<file path="src/rtl/uart_pkg.sv">
// uart_pkg: shared definitions for the UART transmitter and receiver.
//   - parity-mode codes and the decode from the PARITY character parameter
//   - FSM state enum
//   - clocks-per-bit, stop-length and frame-bit-count helpers
//   - parity bit generation
package uart_pkg;

    // Parity modes, decoded once from the PARITY character parameter
    localparam logic [2:0] PAR_NONE  = 3'd0;
    localparam logic [2:0] PAR_ODD   = 3'd1;
    localparam logic [2:0] PAR_EVEN  = 3'd2;
    localparam logic [2:0] PAR_MARK  = 3'd3;
    localparam logic [2:0] PAR_SPACE = 3'd4;

    typedef enum logic [2:0] {
        ST_IDLE,
        ST_START,
        ST_DATA,
        ST_PARITY,
        ST_STOP
    } uart_state_e;

    // "N", "O", "E", "M", "S"; anything else falls back to no parity
    function automatic logic [2:0] parity_mode(input logic [7:0] p);
        case (p)
            "O":     return PAR_ODD;
            "E":     return PAR_EVEN;
            "M":     return PAR_MARK;
            "S":     return PAR_SPACE;
            default: return PAR_NONE;
        endcase
    endfunction

    // Clocks per bit; integer division, remainder is dropped
    function automatic int unsigned calc_cntdiv(input int unsigned freq,
                                                input int unsigned baud);
        return freq / baud;
    endfunction

    // Stop length in clocks. stop_halves is the stop-bit count in half bits
    // (2 = 1.0, 3 = 1.5, 4 = 2.0); the half bit rounds down.
    function automatic int unsigned calc_slen(input int unsigned cntdiv,
                                              input int unsigned stop_halves);
        case (stop_halves)
            3:       return cntdiv + cntdiv / 2;
            4:       return 2 * cntdiv;
            default: return cntdiv;
        endcase
    endfunction

    // Bits in a frame before the stop bits: start + data + optional parity
    function automatic int unsigned calc_bitnum(input int unsigned databits,
                                                input logic [2:0]  mode);
        return 1 + databits + ((mode != PAR_NONE) ? 1 : 0);
    endfunction

    // Parity over a word zero-extended to 9 bits (padding does not change ^)
    function automatic logic parity_bit(input logic [2:0] mode,
                                        input logic [8:0] data);
        case (mode)
            PAR_ODD:  return ~^data;
            PAR_EVEN: return ^data;
            PAR_MARK: return 1'b1;
            default:  return 1'b0;
        endcase
    endfunction

endpackage

</file>
<file path="src/rtl/uart_baud_tick.sv">
// uart_baud_tick: free-running bit-period counter with a programmable
// terminal count. While enabled it counts 0..I_term and strobes O_tick on
// the last clock of the period, wrapping to 0 on the same edge. Disabled or
// in reset it is held at 0, so a new period always starts cleanly.
//
// Ports:
//   I_clk   system clock
//   I_rst   synchronous active-high reset
//   I_en    count enable
//   I_term  terminal count (period length - 1)
//   O_tick  high on the final clock of each period
module uart_baud_tick #(
    parameter int unsigned TW = 8
) (
    input  logic          I_clk,
    input  logic          I_rst,
    input  logic          I_en,
    input  logic [TW-1:0] I_term,
    output logic          O_tick
);

    logic [TW-1:0] cnt;

    assign O_tick = I_en && (cnt == I_term);

    always_ff @(posedge I_clk) begin
        if (I_rst || !I_en) begin
            cnt <= '0;
        end else if (O_tick) begin
            cnt <= '0;
        end else begin
            cnt <= cnt + TW'(1);
        end
    end

endmodule

</file>
<file path="src/rtl/uart_tx.sv">
// uart_tx: static-configuration UART transmitter.
// Accepts words over valid/ready into a single-entry buffer and serialises
// frames on O_txd: start bit, data LSB first, optional parity, stop bits.
// Back-to-back words are sent with no idle gap between frames.
//
// Ports:
//   I_clk    system clock
//   I_rst    synchronous active-high reset (aborts any frame in flight)
//   I_data   word to send (DATABITS wide)
//   I_valid  I_data is valid; transfer when I_valid && O_ready
//   O_ready  buffer is empty and can take a word
//   O_busy   a frame is on the line (FSM not idle)
//   O_txd    serial output, idle high, registered
module uart_tx
    import uart_pkg::*;
#(
    parameter int unsigned FREQUENCY = 50000000,
    parameter int unsigned BAUDRATE  = 9600,
    parameter int unsigned DATABITS  = 8,
    parameter logic [7:0]  PARITY    = "N",
    parameter real         STOPBITS  = 1.0
) (
    input  logic                I_clk,
    input  logic                I_rst,
    input  logic [DATABITS-1:0] I_data,
    input  logic                I_valid,
    output logic                O_ready,
    output logic                O_busy,
    output logic                O_txd
);

    localparam int unsigned CNTDIV      = calc_cntdiv(FREQUENCY, BAUDRATE);
    localparam int unsigned STOP_HALVES = (STOPBITS == 1.5) ? 3 :
                                          ((STOPBITS == 2.0) ? 4 : 2);
    localparam int unsigned SLEN        = calc_slen(CNTDIV, STOP_HALVES);
    // Sized for the longest period (2.0 stop bits) so one counter serves all
    localparam int unsigned TW          = $clog2(2 * CNTDIV);
    localparam logic [2:0]  PMODE       = parity_mode(PARITY);
    localparam logic [TW-1:0] TERM_BIT  = TW'(CNTDIV - 1);
    localparam logic [TW-1:0] TERM_STOP = TW'(SLEN - 1);
    localparam logic [3:0]  LAST_BIT    = 4'(DATABITS - 1);

    uart_state_e           state;
    logic                  buf_full;
    logic [DATABITS-1:0]   buf_q;
    logic [DATABITS-1:0]   shreg;
    logic                  par_q;
    logic [3:0]            bit_idx;
    logic                  txd_q;

    logic                  tick;
    logic                  cnt_en;
    logic [TW-1:0]         term;
    logic                  accept;
    logic                  load;
    logic                  par_new;
    logic                  txd_next;

    // Ready is purely the buffer state; never a function of I_valid
    assign accept  = I_valid && !buf_full;
    // Buffer drains into the shifter from IDLE, or on the last stop clock so
    // the next start bit follows with no gap
    assign load    = buf_full && ((state == ST_IDLE) ||
                                  ((state == ST_STOP) && tick));
    assign par_new = parity_bit(PMODE, 9'(buf_q));

    assign cnt_en  = (state != ST_IDLE);
    assign term    = (state == ST_STOP) ? TERM_STOP : TERM_BIT;

    uart_baud_tick #(
        .TW     (TW)
    ) u_tick (
        .I_clk  (I_clk),
        .I_rst  (I_rst),
        .I_en   (cnt_en),
        .I_term (term),
        .O_tick (tick)
    );

    // Line level for the current state; registered below, so O_txd lags the
    // FSM by one clock (START entered at N+1, line low from N+2)
    always_comb begin
        txd_next = 1'b1;
        case (state)
            ST_START:  txd_next = 1'b0;
            ST_DATA:   txd_next = shreg[0];
            ST_PARITY: txd_next = par_q;
            default:   txd_next = 1'b1;
        endcase
    end

    always_ff @(posedge I_clk) begin
        if (I_rst) begin
            state    <= ST_IDLE;
            buf_full <= 1'b0;
            buf_q    <= '0;
            shreg    <= '0;
            par_q    <= 1'b0;
            bit_idx  <= '0;
            txd_q    <= 1'b1;
        end else begin
            txd_q <= txd_next;

            if (load) begin
                buf_full <= 1'b0;
                shreg    <= buf_q;
                par_q    <= par_new;
                bit_idx  <= '0;
            end
            // accept needs an empty buffer and load needs a full one, so the
            // two never collide on the same edge
            if (accept) begin
                buf_full <= 1'b1;
                buf_q    <= I_data;
            end

            case (state)
                ST_IDLE: begin
                    if (load) state <= ST_START;
                end
                ST_START: begin
                    if (tick) state <= ST_DATA;
                end
                ST_DATA: begin
                    if (tick) begin
                        shreg <= shreg >> 1;
                        if (bit_idx == LAST_BIT) begin
                            bit_idx <= '0;
                            state   <= (PMODE != PAR_NONE) ? ST_PARITY : ST_STOP;
                        end else begin
                            bit_idx <= bit_idx + 4'd1;
                        end
                    end
                end
                ST_PARITY: begin
                    if (tick) state <= ST_STOP;
                end
                ST_STOP: begin
                    if (tick) state <= load ? ST_START : ST_IDLE;
                end
                default: state <= ST_IDLE;
            endcase
        end
    end

    assign O_ready = !buf_full;
    assign O_busy  = (state != ST_IDLE);
    assign O_txd   = txd_q;

endmodule

</file>
<file path="config.mk">
export PLATFORM = sky130hd
export DESIGN_NAME = uart_tx
export DESIGN_NICKNAME = d
export VERILOG_FILES = /design/src/rtl/uart_pkg.sv /design/src/rtl/uart_baud_tick.sv /design/src/rtl/uart_tx.sv
export SDC_FILE = /design/constraint.sdc
export NUM_CORES = 1
export LEC_CHECK = 0
export ABC_AREA = 1
export CAP_MARGIN = 20
export CORE_ASPECT_RATIO = 0.7
export CORE_MARGIN = 4
export CORE_UTILIZATION = 58
export CTS_CLUSTER_SIZE = 28
export DETAILED_ROUTE_END_ITERATION = 16
export PLACE_DENSITY = 0.79
export SLEW_MARGIN = 20
export SYNTH_ARGS = -nofsm -noshare
export SYNTH_HDL_FRONTEND = slang
export SYNTH_HIERARCHICAL = 1
export SYNTH_SLANG_ARGS = --single-unit
</file>
<file path="constraint.sdc">
create_clock -name I_clk -period 2.3 [get_ports I_clk]
set_input_delay 0.46 -clock I_clk [delete_from_list [all_inputs] [get_ports I_clk]]
set_output_delay 0.46 -clock I_clk [all_outputs]
set_load 0.1 [all_outputs]
</file>
==> results of run 1 <==
## registers in the layout, indices dropped and copies added, names as in the netlist
register    count
u_tick/cnt     14
O_txd           1
buf_q           8
buf_full        1
state           3
bit_idx         4
shreg           8
## worst paths after layout
check / endpoint / slack (ps) / startpoint / depth (start not counted)
min reg2reg: shreg[7] / 460 / shreg[7] / 2
max reg2reg: shreg[6] / 230 / state[0] / 16
min: shreg[7] / 460 / shreg[7] / 2
max: shreg[6] / 230 / state[0] / 16
## Yosys cell counts
cell type / instances / area [µm²]
nor3_1: 3 / 15.0
o21ai_0: 14 / 70.1
o211ai_1: 1 / 7.51
nor2_4: 1 / 11.3
nand3_1: 23 / 115
nor2_1: 40 / 150
nand2_1: 80 / 300
nor2_2: 14 / 87.6
a21oi_1: 5 / 25.0
xor2_1: 10 / 87.6
nand2_4: 1 / 11.3
conb_1: 2 / 7.51
inv_2: 3 / 11.3
dfxtp_1: 39 / 781
buf_8: 1 / 15.0
or2_2: 2 / 12.5
o22ai_1: 2 / 12.5
nand3_2: 2 / 20.0
buf_4: 1 / 7.51
buf_6: 2 / 22.5
nor3_2: 1 / 10.0
or2_0: 2 / 12.5
nand4_1: 2 / 12.5
inv_1: 48 / 180
clkbuf_1: 1 / 3.75
xnor2_1: 2 / 17.5
o21ai_1: 2 / 10.0
nand2_2: 5 / 31.3
ha_1: 2 / 25.0
## cells by family (layout without fill, tap and decap cells)
kind of cell	after synthesis	count (layout)
simple gates	176	176
buf+inv	56	75
flops	39	39
compound gates	24	24
xor+xnor	12	12
fa+ha+maj	2	2
other cells	2	27
## layout make-up
class	count	area (µm²)	share of cell area
clock buffers	5	68.8	0.0281
clock inverters	3	43.8	0.0179
inverters	51	191	0.0783
multi-input cells	241	1160	0.473
flip-flops and latches	39	781	0.319
well taps	47	58.8	0.0241
repair buffers	16	145	0.0594
## repair_timing
item | CTS | global route
setup buffers | 0 | 0
endpoints found under the setup margin | 0 | 5
gates resized for setup | 0 | 1
## power by group
part | switching [W] | leakage [nW] | total (W) | internal, W
registers | 0.0000666 | 0.318 | 0.000818 | 0.000752
clock network | 0.000257 | 0.0581 | 0.000580 | 0.000323
logic | 0.000519 | 0.759 | 0.000723 | 0.000204
total | 0.000843 | 1.13 | 0.00212 | 0.00128
## per-stage QoR
stage	total power, W	hold WS, ps	area [µm²]
after floorplan	0.00141	429	2170
after global placement	0.00153	445	2320
after detailed placement	0.00153	457	2320
final	0.00212	464	2440
after global routing	0.00226	501	2440
after CTS	0.00211	468	2440
## per-layer routing
layer / routed length [µm] / GRT usage / vias to the layer above
met4: 114 / 0.103 / 0
li1: - / - / 1006
met5: 0 / 0 / -
met2: 1680 / 0.285 / 52
met1: 2310 / 0.308 / 792
met3: 302 / 0.0559 / 12
## critical path, cell delays in order, from the launching register on
cell     delay, ps
dfxtp_1        440
nor2_2         110
nand2_2        100
nand2_1         60
nor2_1         120
nand2_1         70
nor2_1         110
nand2_2         90
inv_1          100
inv_1           60
nand2_1        110
nand3_4        190
inv_1          180
nand2_1         70
nand3_1         70
nand3_1         70
inv_1           70
==> flow_summary.ini, run 1 <==
[clock_network]
cts_tree = yes
clk_latency_ps = 300
clk_pin_slew_ps = 70
cts-htree-levels = 2
cts_sinks = 39
postCtsHoldBufs = 0
cts_buffer_depth = 2
cts_inserted_buffers = 5
root_buffer = clkbuf_8

[worst_setup_path]
arrival_ps = 2320
crit_type = reg2reg
end_kind = flip-flop
setup.worst_path.start_class = flip-flop
worst_ep_required_time_ps = 2540
path_max_fanout = 18

[timing]
hold_viol = 0
setup_viol = 0
clock-skew-final_ps = 7.35
fin_ws_ps = 226
timing.fmax_mhz = 482
worstMarginPinSlew_ps = 540
period_share = 0.902
fin_crit_ps = 2070
drv_slew = 0
setup_tns_ps = 0
worst_slew_margin_rel = 0.640

[global_routing]
antenna_found_initial = 0
grt-ovfl-total = 0
grt_pass1_vias = 1700
grt_use_total = 0.211
grt_start_max_net_pins = 19
grt_pass1_wl_mm = 7.44

[yosys]
synth-simple-area-share = 0.381
synth_compound_area_frac = 0.0604
yosys_register_bits = 39
synth.area.mux_share = 0
yosysWarningCount = 6
ys_types = 29
synth_top_family_by_area = simple AND/OR/NAND/NOR gates
synthCells = 311
synthAdderAreaFrac = 0.0121
synth_xor_area_frac = 0.0507
synth_seq_area_share = 0.377
postSynthAreaPerCell_um2 = 6.67
syn_area_um2 = 2070

[final_layout]
stdcell_count = 402
nFillCells = 273
finalCoreUtilization = 0.742
final_common_cell = nand2_1
layout-drive-gt1-share = 0.124
diodes = 0
nNetsFinal = 367
syn_to_final_growth_pct = 17.9
most-common-layout-cells = nand2_1, inv_1, nor2_1

[power]
vdd_ir_drop_max_mv = 0.461
total_leakage_power_nw = 1.13
power_density_nw_per_um2 = 867

[floorplanning]
dieArea_um2 = 4610
core_um2 = 3300
start_util = 0.629
num_rows = 17
die_h_um = 58.0
num_io_pins = 14
die_x_um = 79.5

[placement]
place_ws_ps = 223
gp_congestion = 0.919
port_buffers = 13
dp.cells = 394
hpwl_mm = 3.23

[drt]
viasPerCell = 4.63
wirelength_mm = 4.40
wl_per_cell_um = 11.0
ant_nets = 0
firstDrtPassIters = 4
drtIter0Drc = 151
drc = 0
via_count = 1862

[flow_run]
maxCapViolations = 0

[status]
status = complete, no violations

[worst_hold_path]
min_path_type = reg2reg
(Power assumes the default switching activity.)
==> run 2: changes to the inputs <==
clock period = 2.2 ns   (was 2.3 ns; I/O delays follow)
==> flow_summary.ini, run 2 (same netlist as run 1, synthesis figures left out) <==
[floorplanning]
dieArea_um2 = 4610
start_util = 0.629
num_io_pins = 14
die_h_um = 58.0
die_x_um = 79.5
core_um2 = 3300
num_rows = 17

[flow_run]
maxCapViolations = 0

[worst_hold_path]
hold-path-cell-count = 2
min-delay-start = shreg[7]
worstHoldEndpoint = shreg[7]
min_path_type = reg2reg

[clock_network]
cts_sinks = 39
cts_buffer_depth = 2
cts-htree-levels = 2
root_buffer = clkbuf_8
clk_latency_ps = 290
cts_inserted_buffers = 5
cts_tree = yes
clk_pin_slew_ps = 80

[worst_setup_path]
rr_startpoint = state[0]
reg2reg_depth = 16
worst_ep_required_time_ps = 2400
crit_chain = nor2_2 > nand2_2 > nand2_1 > nor2_1 > nand2_1 > nor2_1 > nand2_2 > inv_1 > inv_1 > nand2_1 > nand3_4 > buf_4 > nand2_1 > nand3_1 > nand3_1 > inv_1
crit_type = reg2reg
slowest_stage = dfxtp_2
reg2reg_to = shreg[2]
cpPeakStageDelay_ps = 400
path_common_cell = nand2_1
arrival_ps = 2230
cp_top_family = simple AND/OR/NAND/NOR gates
path_max_fanout = 16
reg2reg_slack_ps = 170
path_buf_inv = 4
end_kind = flip-flop
setup.worst_path.start_class = flip-flop

[final_layout]
diodes = 0
syn_to_final_growth_pct = 20.4
regMostFlops = u_tick/cnt
nFillCells = 279
largest_register_ffs = 14
most-common-layout-cells = nand2_1, inv_1, nor2_1
top_regs = u_tick/cnt (14), buf_q (8), shreg (8)
layout-drive-gt1-share = 0.137
final_common_cell = nand2_1
design_area_um2 = 2500
nNetsFinal = 369

[global_routing]
antenna_found_initial = 0
grt_start_max_net_pins = 20
grt_pass1_vias = 1651
grt_use_total = 0.214
grt_pass1_wl_mm = 7.65
grt-ovfl-total = 0

[drt]
via_count = 1877
firstDrtPassIters = 4
ant_nets = 0
wirelength_mm = 4.62
viasPerCell = 4.65
wl_per_cell_um = 11.4
drtIter0Drc = 199
drc = 0

[placement]
place_ws_ps = 19.0
dpl_cell_area_um2 = 2340
gp_congestion = 0.859
port_buffers = 13
hpwl_mm = 3.21

[timing]
setup_viol = 0
period_share = 0.924
worstMarginPinSlew_ps = 565
drv_slew = 0
clock-skew-final_ps = 5.11
fin_ws_ps = 167
worst_slew_margin_rel = 0.623
hold_viol = 0
fin_crit_ps = 2030
timing.fmax_mhz = 492

[power]
total_leakage_power_nw = 1.15
vdd_ir_drop_max_mv = 0.718
power_density_nw_per_um2 = 960
finalPower_w = 0.00240

[status]
status = complete, no violations
## run 2: cell types whose count changed in the layout (fill, tap and decap cells not counted), sizes merged
cell / before / now
buf: 6 / 8
bufinv: 1 / 2
clkbuf: 5 / 6
clkinv: 2 / 0
## run 2: per-stage QoR
stage                     std cells   util  setup TNS [ps]  hold WS, ps
after global routing            404  0.757           -9.91          490
after CTS                       402  0.751               0          460
after detailed placement        394  0.709               0          449
after floorplan                 336      -               0          429
after global placement          394  0.709               0          441
final                           404  0.757               0          458
## run 2: repair_timing
action / CTS / global route
endpoints found under the setup margin: 2 / 6
pin swaps: 0 / 0
resized for setup: 1 / 4
hold buffers: 0 / 0
buffers inserted: 0 / 2
## run 2: final cells by class
class / instances / area (µm²) / share of cell area
Clock inverter: 2 / 60.1 / 0.0241
Timing Repair Buffer: 18 / 173 / 0.0692
Tap cell: 47 / 58.8 / 0.0236
Sequential cell: 39 / 785 / 0.314
Inverter: 51 / 191 / 0.0767
Clock buffer: 6 / 72.6 / 0.0291
Multi-Input combinational cell: 241 / 1160 / 0.463
## run 2: worst max-delay path by stage
stage                        start       end  slack (ps)  cells past startpoint
after CTS                 state[0]  shreg[5]          60                     16
after global routing      state[0]  shreg[1]         -10                     14
after detailed placement  state[0]  shreg[5]          20                     16
after floorplan           state[0]  shreg[7]          50                     14
final                     state[0]  shreg[2]         170                     16
after global placement    state[0]  shreg[4]         130                     16
## run 2: worst register-to-register path: stages, from the launching register on
cell and delay, ps:
dfxtp_2 400, nor2_2 90, nand2_2 110, nand2_1 60
nor2_1 90, nand2_1 60, nor2_1 120, nand2_2 100
inv_1 120, inv_1 70, nand2_1 100, nand3_4 180
buf_4 200, nand2_1 50, nand3_1 70, nand3_1 80
inv_1 40
## run 2: power by group
group | internal, W | switching [W]
clock network | 0.000453 | 0.000255
registers | 0.000791 | 0.0000695
logic | 0.000268 | 0.000560
## run 2: metal layers
layer,part of all wire,vias up,GRT usage
li1,-,1004,-
met2,0.41,47,0.298
met3,0.063,4,0.0466
met4,0.0067,0,0.0588
met5,0,-,0
met1,0.52,822,0.329
